===== src/rtl/ctrl_pkg.sv =====
// ctrl_pkg: opcode/ALU/select encodings and the per-stage control bundles of the control pipeline.
package ctrl_pkg;
  localparam logic [4:0] OP_R    = 5'b00000;
  localparam logic [4:0] OP_J    = 5'b00001;
  localparam logic [4:0] OP_BNE  = 5'b00010;
  localparam logic [4:0] OP_JAL  = 5'b00011;
  localparam logic [4:0] OP_JR   = 5'b00100;
  localparam logic [4:0] OP_ADDI = 5'b00101;
  localparam logic [4:0] OP_BLT  = 5'b00110;
  localparam logic [4:0] OP_SW   = 5'b00111;
  localparam logic [4:0] OP_LW   = 5'b01000;
  localparam logic [4:0] OP_SETX = 5'b10101;
  localparam logic [4:0] OP_BEX  = 5'b10110;
  localparam logic [4:0] ALU_ADD = 5'b00000;
  localparam logic [4:0] ALU_SUB = 5'b00001;
  localparam logic [4:0] ALU_MUL = 5'b00110;
  localparam logic [4:0] ALU_DIV = 5'b00111;
  localparam logic [1:0] WSEL_ALU  = 2'b00;
  localparam logic [1:0] WSEL_MEM  = 2'b01;
  localparam logic [1:0] WSEL_PC   = 2'b10;
  localparam logic [1:0] WSEL_SETX = 2'b11;
  localparam logic [1:0] JP_NONE = 2'b00;
  localparam logic [1:0] JP_J    = 2'b01;
  localparam logic [1:0] JP_JR   = 2'b10;
  localparam logic [1:0] JP_BEX  = 2'b11;
  typedef struct packed {
    logic       valid;
    logic [4:0] aluop;
    logic       alu_inb;
    logic       br;
    logic [1:0] jp;
    logic       md;
    logic       lw;
    logic       dmwe;
    logic       rwe;
    logic [1:0] wsel;
    logic [4:0] rd;
  } ctrl_bundle_t;
  typedef struct packed {
    logic       valid;
    logic       dmwe;
    logic       rwe;
    logic [1:0] wsel;
    logic [4:0] rd;
  } mem_bundle_t;
  typedef struct packed {
    logic       valid;
    logic       rwe;
    logic [1:0] wsel;
    logic [4:0] rd;
  } wb_bundle_t;
  function automatic logic is_md(input logic [4:0] aluop);
    return aluop == ALU_MUL || aluop == ALU_DIV;
  endfunction
endpackage


===== src/rtl/ctrl_decode.sv =====
// ctrl_decode: combinational instruction -> control bundle plus the registers it reads.
module ctrl_decode
  import ctrl_pkg::*;
#(
  parameter logic [4:0] RA_REG     = 5'd31,
  parameter logic [4:0] STATUS_REG = 5'd30,
  parameter bit         MD_EN      = 1'b1
)(
  input  logic [31:0]  instr,
  output ctrl_bundle_t ctrl,
  output logic         ra_en,
  output logic [4:0]   ra,
  output logic         rb_en,
  output logic [4:0]   rb
);
  logic [4:0] op, rd_f, rs, rt, wr;
  logic is_r, is_j, is_bne, is_jal, is_jr, is_addi, is_blt, is_sw, is_lw, is_setx, is_bex;
  assign op      = instr[31:27];
  assign rd_f    = instr[26:22];
  assign rs      = instr[21:17];
  assign rt      = instr[16:12];
  assign is_r    = op == OP_R;
  assign is_j    = op == OP_J;
  assign is_bne  = op == OP_BNE;
  assign is_jal  = op == OP_JAL;
  assign is_jr   = op == OP_JR;
  assign is_addi = op == OP_ADDI;
  assign is_blt  = op == OP_BLT;
  assign is_sw   = op == OP_SW;
  assign is_lw   = op == OP_LW;
  assign is_setx = op == OP_SETX;
  assign is_bex  = op == OP_BEX;
  // Non-writing instructions carry rd=0 so a zero rd alone means "no write".
  assign wr = (is_r || is_addi || is_lw) ? rd_f : is_jal ? RA_REG : is_setx ? STATUS_REG : 5'd0;
  always_comb begin
    ctrl         = '0;
    ctrl.valid   = 1'b1;
    ctrl.aluop   = is_r ? instr[6:2] : (is_bne || is_blt) ? ALU_SUB : ALU_ADD;
    ctrl.alu_inb = is_addi || is_lw || is_sw;
    ctrl.br      = is_bne || is_blt;
    ctrl.jp      = (is_j || is_jal) ? JP_J : is_jr ? JP_JR : is_bex ? JP_BEX : JP_NONE;
    ctrl.md      = MD_EN && is_r && is_md(instr[6:2]);
    ctrl.lw      = is_lw;
    ctrl.dmwe    = is_sw;
    ctrl.rwe     = wr != 5'd0;
    ctrl.wsel    = is_lw ? WSEL_MEM : is_jal ? WSEL_PC : is_setx ? WSEL_SETX : WSEL_ALU;
    ctrl.rd      = wr;
    ra_en        = is_r || is_addi || is_lw || is_sw || is_bne || is_blt || is_jr || is_bex;
    ra           = (is_sw || is_bne || is_blt || is_jr) ? rd_f : is_bex ? STATUS_REG : rs;
    rb_en        = is_r || is_sw || is_bne || is_blt;
    rb           = is_r ? rt : rs;
  end
endmodule


===== src/rtl/pipe_ctrl_unit.sv =====
// pipe_ctrl_unit: carries decoded control through X/M/W and resolves load-use,
// multdiv and redirect hazards.
module pipe_ctrl_unit
  import ctrl_pkg::*;
#(
  parameter int         REG_AW     = 5,
  parameter int         ALUOP_W    = 5,
  parameter logic [4:0] RA_REG     = 5'd31,
  parameter logic [4:0] STATUS_REG = 5'd30,
  parameter bit         MD_EN      = 1'b1
)(
  input  logic               clock,
  input  logic               reset_n,
  input  logic               d_valid,
  input  logic [31:0]        d_instr,
  input  logic               x_redirect,
  input  logic               md_ready,
  output logic               stall,
  output logic               flush,
  output logic               x_valid,
  output logic [ALUOP_W-1:0] x_aluop,
  output logic               x_alu_inb,
  output logic               x_br,
  output logic [1:0]         x_jp,
  output logic               x_md_start,
  output logic               m_valid,
  output logic               m_dmwe,
  output logic               w_valid,
  output logic               w_rwe,
  output logic [1:0]         w_wsel,
  output logic [REG_AW-1:0]  w_rd
);
  typedef enum logic {IDLE, BUSY} md_state_t;
  ctrl_bundle_t dec, d_b, x_q, x_d;
  mem_bundle_t  m_q, m_d;
  wb_bundle_t   w_q, w_d;
  md_state_t    md_q, md_d;
  logic         md_start_q, md_start_d;
  logic         ra_en, rb_en, hold, load_use;
  logic [4:0]   ra, rb;
  ctrl_decode #(.RA_REG(RA_REG), .STATUS_REG(STATUS_REG), .MD_EN(MD_EN)) u_dec (
    .instr(d_instr), .ctrl(dec), .ra_en(ra_en), .ra(ra), .rb_en(rb_en), .rb(rb)
  );
  assign d_b      = d_valid ? dec : '0;
  // Redirect outranks the multdiv hold, which outranks load-use.
  assign hold     = !x_redirect && md_q == BUSY && !md_ready;
  assign load_use = x_q.valid && x_q.lw && x_q.rd != 5'd0 && d_b.valid &&
                    ((ra_en && ra == x_q.rd) || (rb_en && rb == x_q.rd));
  assign flush    = x_redirect;
  assign stall    = !x_redirect && (hold || load_use);
  always_comb begin
    x_d        = x_redirect ? '0 : hold ? x_q : load_use ? '0 : d_b;
    m_d        = hold ? '0 : '{valid: x_q.valid, dmwe: x_q.dmwe, rwe: x_q.rwe, wsel: x_q.wsel, rd: x_q.rd};
    w_d        = '{valid: m_q.valid, rwe: m_q.rwe, wsel: m_q.wsel, rd: m_q.rd};
    md_d       = x_d.md ? BUSY : IDLE;
    md_start_d = x_d.md && !hold;
  end
  always_ff @(posedge clock or negedge reset_n) begin
    if (!reset_n) begin
      x_q        <= '0;
      m_q        <= '0;
      w_q        <= '0;
      md_q       <= IDLE;
      md_start_q <= 1'b0;
    end else begin
      x_q        <= x_d;
      m_q        <= m_d;
      w_q        <= w_d;
      md_q       <= md_d;
      md_start_q <= md_start_d;
    end
  end
  assign x_valid    = x_q.valid;
  assign x_aluop    = x_q.aluop;
  assign x_alu_inb  = x_q.alu_inb;
  assign x_br       = x_q.br;
  assign x_jp       = x_q.jp;
  assign x_md_start = md_start_q;
  assign m_valid    = m_q.valid;
  assign m_dmwe     = m_q.dmwe;
  assign w_valid    = w_q.valid;
  assign w_rwe      = w_q.rwe;
  assign w_wsel     = w_q.wsel;
  assign w_rd       = w_q.rd;
endmodule


===== config.mk =====
export PLATFORM = sky130hd
export DESIGN_NAME = pipe_ctrl_unit
export DESIGN_NICKNAME = d
export VERILOG_FILES = /design/src/rtl/ctrl_pkg.sv /design/src/rtl/ctrl_decode.sv /design/src/rtl/pipe_ctrl_unit.sv
export SDC_FILE = /design/constraint.sdc
export NUM_CORES = 1
export LEC_CHECK = 0
export BUFFER_PORTS_ARGS = -buffer_cell sky130_fd_sc_hd__buf_2
export CAP_MARGIN = 5
export CORE_ASPECT_RATIO = 1.75
export CORE_MARGIN = 10
export CORE_UTILIZATION = 45
export CTS_CLUSTER_DIAMETER = 60
export CTS_CLUSTER_SIZE = 8
export DETAILED_ROUTE_END_ITERATION = 8
export PLACE_DENSITY = 0.69
export SYNTH_ARGS = -nofsm -noshare
export SYNTH_HDL_FRONTEND = slang
export SYNTH_HIERARCHICAL = 1
export SYNTH_SLANG_ARGS = --single-unit

===== constraint.sdc =====
create_clock -name clock -period 4.53 [get_ports clock]
set_input_delay 0 -clock clock [delete_from_list [all_inputs] [get_ports clock]]
set_output_delay 0 -clock clock [all_outputs]
set_load 0.03 [all_outputs]

# == After elaboration in Yosys (flattened, before gate mapping) ==
# Cells that the tools add are included.
# op_classes
n_addsub,0
multipliers,0
div,0
magnitude_cmp,0
n_eq_ne,15
shift,0
mux,20
n_bitwise,0
reduce_logical,37
# op_table
operator,n
21-bit two-way mux,4
5-bit two-way mux,7
"5-bit by 3-bit equality test with 1-bit output, second input constant",6
1-bit logical OR,20
2-bit two-way mux,6
1-bit logical AND,11
"5-bit by 2-bit equality test with 1-bit output, second input constant",2
5-bit equality test,2
"5-bit equality test, second input constant",2
10-bit two-way mux,1
5-bit nonzero test,2
"5-bit by 1-bit equality test with 1-bit output, second input constant",1
"5-bit by 4-bit equality test with 1-bit output, second input constant",1
5-bit zero test,1
1-bit zero test,3
1-bit two-way mux,2
"2-bit inequality test, second input constant",1
# word_totals
register_bits,42
latch_bits,0
ramBits,0
romBits,0
memories,0

# == Longest topological paths before layout ==
# depth
depth_word,15
depth_mapped,10
ltp_nobuf,8

# == Modules after synthesis ==
# Netlist, hierarchy kept.
# by_module_without_submodules
module,n_inst,cells_each,area_each_um2
pipe_ctrl_unit,1,183,1929.4
ctrl_decode,1,83,566.8

# == Worst setup path after synthesis ==
# Ideal clock, no wire load.
# synth_path
path_kind,input port to output port
start,input d_instr[27]
end,output stall
arrival_ns,2.071
t_required_ns,4.530
setup_slack_ns,2.459
path_stages,9
cell_sequence,buf_6 or3_1 nor3_4 mux2_2 xnor2_1 nand4_1 o22ai_1 buf_4 a21o_1
# synth_between
elab_cells_between_ends,32
classes_between,eq/ne (9); mux (3); reduce/logical (20)
# synth_lines
item,line,source
"start, declared",pipe_ctrl_unit.sv:15,"input logic [31:0] d_instr,"
5-bit zero test,ctrl_decode.sv:22,assign is_r = op == OP_R;
5-bit two-way mux,ctrl_decode.sv:51,rb = is_r ? rt : rs;
named net rb[1],pipe_ctrl_unit.sv:40,"logic [4:0] ra, rb;"
5-bit equality test,pipe_ctrl_unit.sv:48,((ra_en && ra == x_q.rd) || (rb_en && rb == x_q.rd));
1-bit logical AND,pipe_ctrl_unit.sv:48,
1-bit logical OR,pipe_ctrl_unit.sv:48,
1-bit logical AND,pipe_ctrl_unit.sv:47,assign load_use = x_q.valid && x_q.lw && x_q.rd != 5'd0 && d_b.valid &&
1-bit logical OR,pipe_ctrl_unit.sv:50,assign stall = !x_redirect && (hold || load_use);
1-bit logical AND,pipe_ctrl_unit.sv:50,
"end, declared",pipe_ctrl_unit.sv:18,"output logic stall,"
# The timed path passes the listed nets, and every way through them passes these cells.

# == Final worst setup path ==
# layout_path
start,input d_instr[28]
end,output stall
# Same word-level chain as after synthesis.

==> summary.md <==
| Metric | Value |
|---|---|
| Run status | complete, no violations |
| Die Y | 119 µm |
| Die Wd | 76.3 µm |
| Initial antenna violation count | 0 |
| Hold buffers post-CTS | 1 |
| LEAKAGE | 1.37 nW |
| Post-place setup slack | 1.74 ns |
| Worst reg-to-reg path cell count | 4 |
| Final Hold Vio Count | 0 |
| Max-slew violations | 0 |
| Cell Chain, Critical Path | buf_2 -> or3_1 -> nor3_4 -> mux2_2 -> xnor2_1 -> nand4_1 -> o22ai_2 -> a21o_1 -> buf_2 |
| Setup crit start kind | input pin |
| WHS | 0.111 ns |
| Syn_area_per_cell | 9.38 µm² |
| Clk buf depth | 2 |
| Clock Pin Slew Worst Setup and Hold Paths | 0.08 ns |
| Clk_lat worst skew | 0.29 ns |
| Setup tns final | 0 ns |
| Mux cell area share after synthesis | 1.80% |
| Row Count | 35 |
| Area delta synth->final | 12.4% |
| Core Util, Final | 52.5% |
| Post-layout min period | 2.77 ns |
| # clock sinks | 41 |
| Post-synthesis simple-gate area fraction | 25.3% |
| Core Area | 5340 µm² |
| PostCTS Resize Cnt | 0 |
| Peak VDD IR | 0.000125 V |
| Stages on the worst setup path | 9 |
| Synthesized flop and latch total | 41 |
| # fillers | 535 |
| Slowest CP cell | o22ai_2 |
| Hold WC Path Type | in -> reg |
| Total Power | 0.799 mW |
| Sw frac | 25.1% |
| DP Area | 2680 µm² |
| Hpwl dp | 4340 µm |
| PwrDens | 285 nW/µm² |
| Max Fanout on Critical Path | 23 |
| Area contributors post-synth | dfrtp_1 (41%), and3_1 (6.3%), a22oi_1 (6.0%) |
| Synth Area in XOR/XNOR | 3.86% |
| Port bufs | 53 |
| Register area share after synthesis | 41.1% |
| Worst path max stage delay | 0.71 ns |
| Nets@finish | 334 |
| Final ANT Viol Nets | 0 |
| Hold path depth | 4 |
| WS Path Type | in -> out |
| RSZ-0062 raised after global routing | no |
| Wirelength per Cell | 16.0 µm |
| Area of the mapped netlist | 2500 µm² |
| Starting density of the core | 46.7% |
| Post-synthesis compound-gate area fraction | 18.8% |
| Cells after synthesis | 266 |
| Final instance area | 2810 µm² |
| Post-synth EDFFs | 0 |
| Max Cap Violations | 0 |
| Reg power frac | 47.9% |
| Die area | 9040 µm² |
| Measured slew at the worst slew-check pin | 0.956 ns |
| Syn Nets | 303 |
| Main combinational cell family by area after synthesis | simple AND/OR/NAND/NOR gates |
| Register area | 1030 µm² |
| Commonest cells in the synthesized netlist | dfrtp_1 (41), and3_1 (25), o21ai_0 (22) |
| Diode count | 0 |
| Synth async-reset ratio | 100% |
| Pin count of the biggest net entering global routing | 52 |
| Synth area leader | dfrtp_1 |
| First-pass GRT wire length | 9990 µm |
| Area share of the largest cell type after synthesis | 41.1% |
| Final wirelength | 5960 µm |
| # H-tree levels | 2 |
| Clock Power Share | 38.2% |
| Post-route setup slack | 1.76 ns |
| Count leader, synth | dfrtp_1 |
| CP most frequent cell | buf_2 |
| Clock Skews | 0.00299 ns |
| CP Capture Type | primary output |
| Vias in the first global route | 2091 |
| Vias | 2089 |
| DR iter-0 viols | 110 |
| Synth Area in Adders | 0% |
| CTS root buf | clkbuf_8 |
| Pint | 0.599 mW |
| Total grt overflow | 0 |
| CTS buffer count | 5 |
| Post-CTS setup buffers | 0 |
| Synth warnings | 6 |
| DRC viols | 0 |
| Sw power | 0.201 mW |
| GRT Total Usage | 13.0% |
| Pre-antenna DRT Iters | 4 |
| Req. time, crit path | 4.53 ns |
| Comb power frac | 13.9% |
| Via-to-Cell Ratio | 5.62 |
| Post-synth cell types | 51 |
| Data arrival, critical path | 2.77 ns |
| Fin crit share | 61.2% |
| Placed insts | 363 |
| Area of the multi-input gates | 1260 µm² |
| Slew headroom | 35.4% |
| Cell class contributing the biggest share of worst-path delay | compound AO/OA/AOI/OAI gates |
| CTS tree | built |
| Fmax | 0.361 GHz |
| Buffers & Inverters on Critical Path | 2 |
| Layout cells sized above 1 | 26.8% |
| Post-route insts no fill | 372 |
| Endpoints failing setup | 0 |
| Post-synth top flop | dfrtp_1 |
| Placer Congestion | 0.916 |
| Num ports | 61 |
[state kept, by name, summed over array words and instances, names as in the netlist, 2 cells and up]
signal   cells
x_q         10
m_q          8
w_rd         5
x_aluop      5
w_wsel       2
x_jp         2
[power groups by stage]
stage	Clock, mW	Combinational (mW)	Sequential, mW
CTS	0.310	0.112	0.383
detailed placement	0	0.111	0.390
global placement	0	0.109	0.390
global route	0.327	0.122	0.384
floorplan	0	0.0657	0.399
finish	0.306	0.111	0.383
[layout by cell type, fill, tap and decap left out, drive strengths merged, types with 2 or more instances in the layout]
master,instances
buf,56
dfrtp,41
o21ai,27
and3,25
nand3,21
a22oi,20
and2,11
xnor2,10
nor2,10
nand2,8
clkbuf,6
a21oi,6
nor3b,6
a21o,4
nor4b,4
o22a,4
mux2,4
inv,3
o31ai,3
nor2b,3
nand4,2
or3,2
and3b,2
o22ai,2
nor3,2
[metal layers]
layer | wire (µm) | global-route usage (%)
met1 | 2400 | 14.1
met2 | 3110 | 23.6
met3 | 308 | 2.81
met4 | 146 | 5.37
met5 | 0 | 0
[final cells by class]
cell class,count,share of cell area [%]
clock buffers,6,2.94
clock inverters,2,1.34
repair buffers,57,10.6
inverters,3,0.401
multi-input cells,189,44.9
well taps,74,3.30
flip-flops and latches,41,36.6
[worst register-to-register path: cells and delay by family (launching register included)]
family | cells | cell delay (ns)
compound gates | 2 | 0.99
xor+xnor | 1 | 0.22
flops | 1 | 0.48
simple gates | 1 | 0.13
[final timing paths]
kind                                   from         end  slack, ns
worst max-delay path            d_instr[28]       stall       1.76
worst max register to register       x_q[4]  x_aluop[1]       2.56
max in group asynchronous           reset_n     w_rd[4]       3.62
worst min-delay path             d_instr[4]  x_aluop[2]       0.11
worst min register to register       m_q[2]     w_rd[2]       0.35
min in group asynchronous           reset_n     m_valid       0.36
[logic make-up after synthesis]
family                    after synthesis
AOI/OAI and AO/OA                      70
xor gates and xnor gates               11
muxes                                   4
buffers and inverters                  36
DFF                                    41
other                                   1
and+or+nand+nor                       103
(Power assumes the default switching activity.)
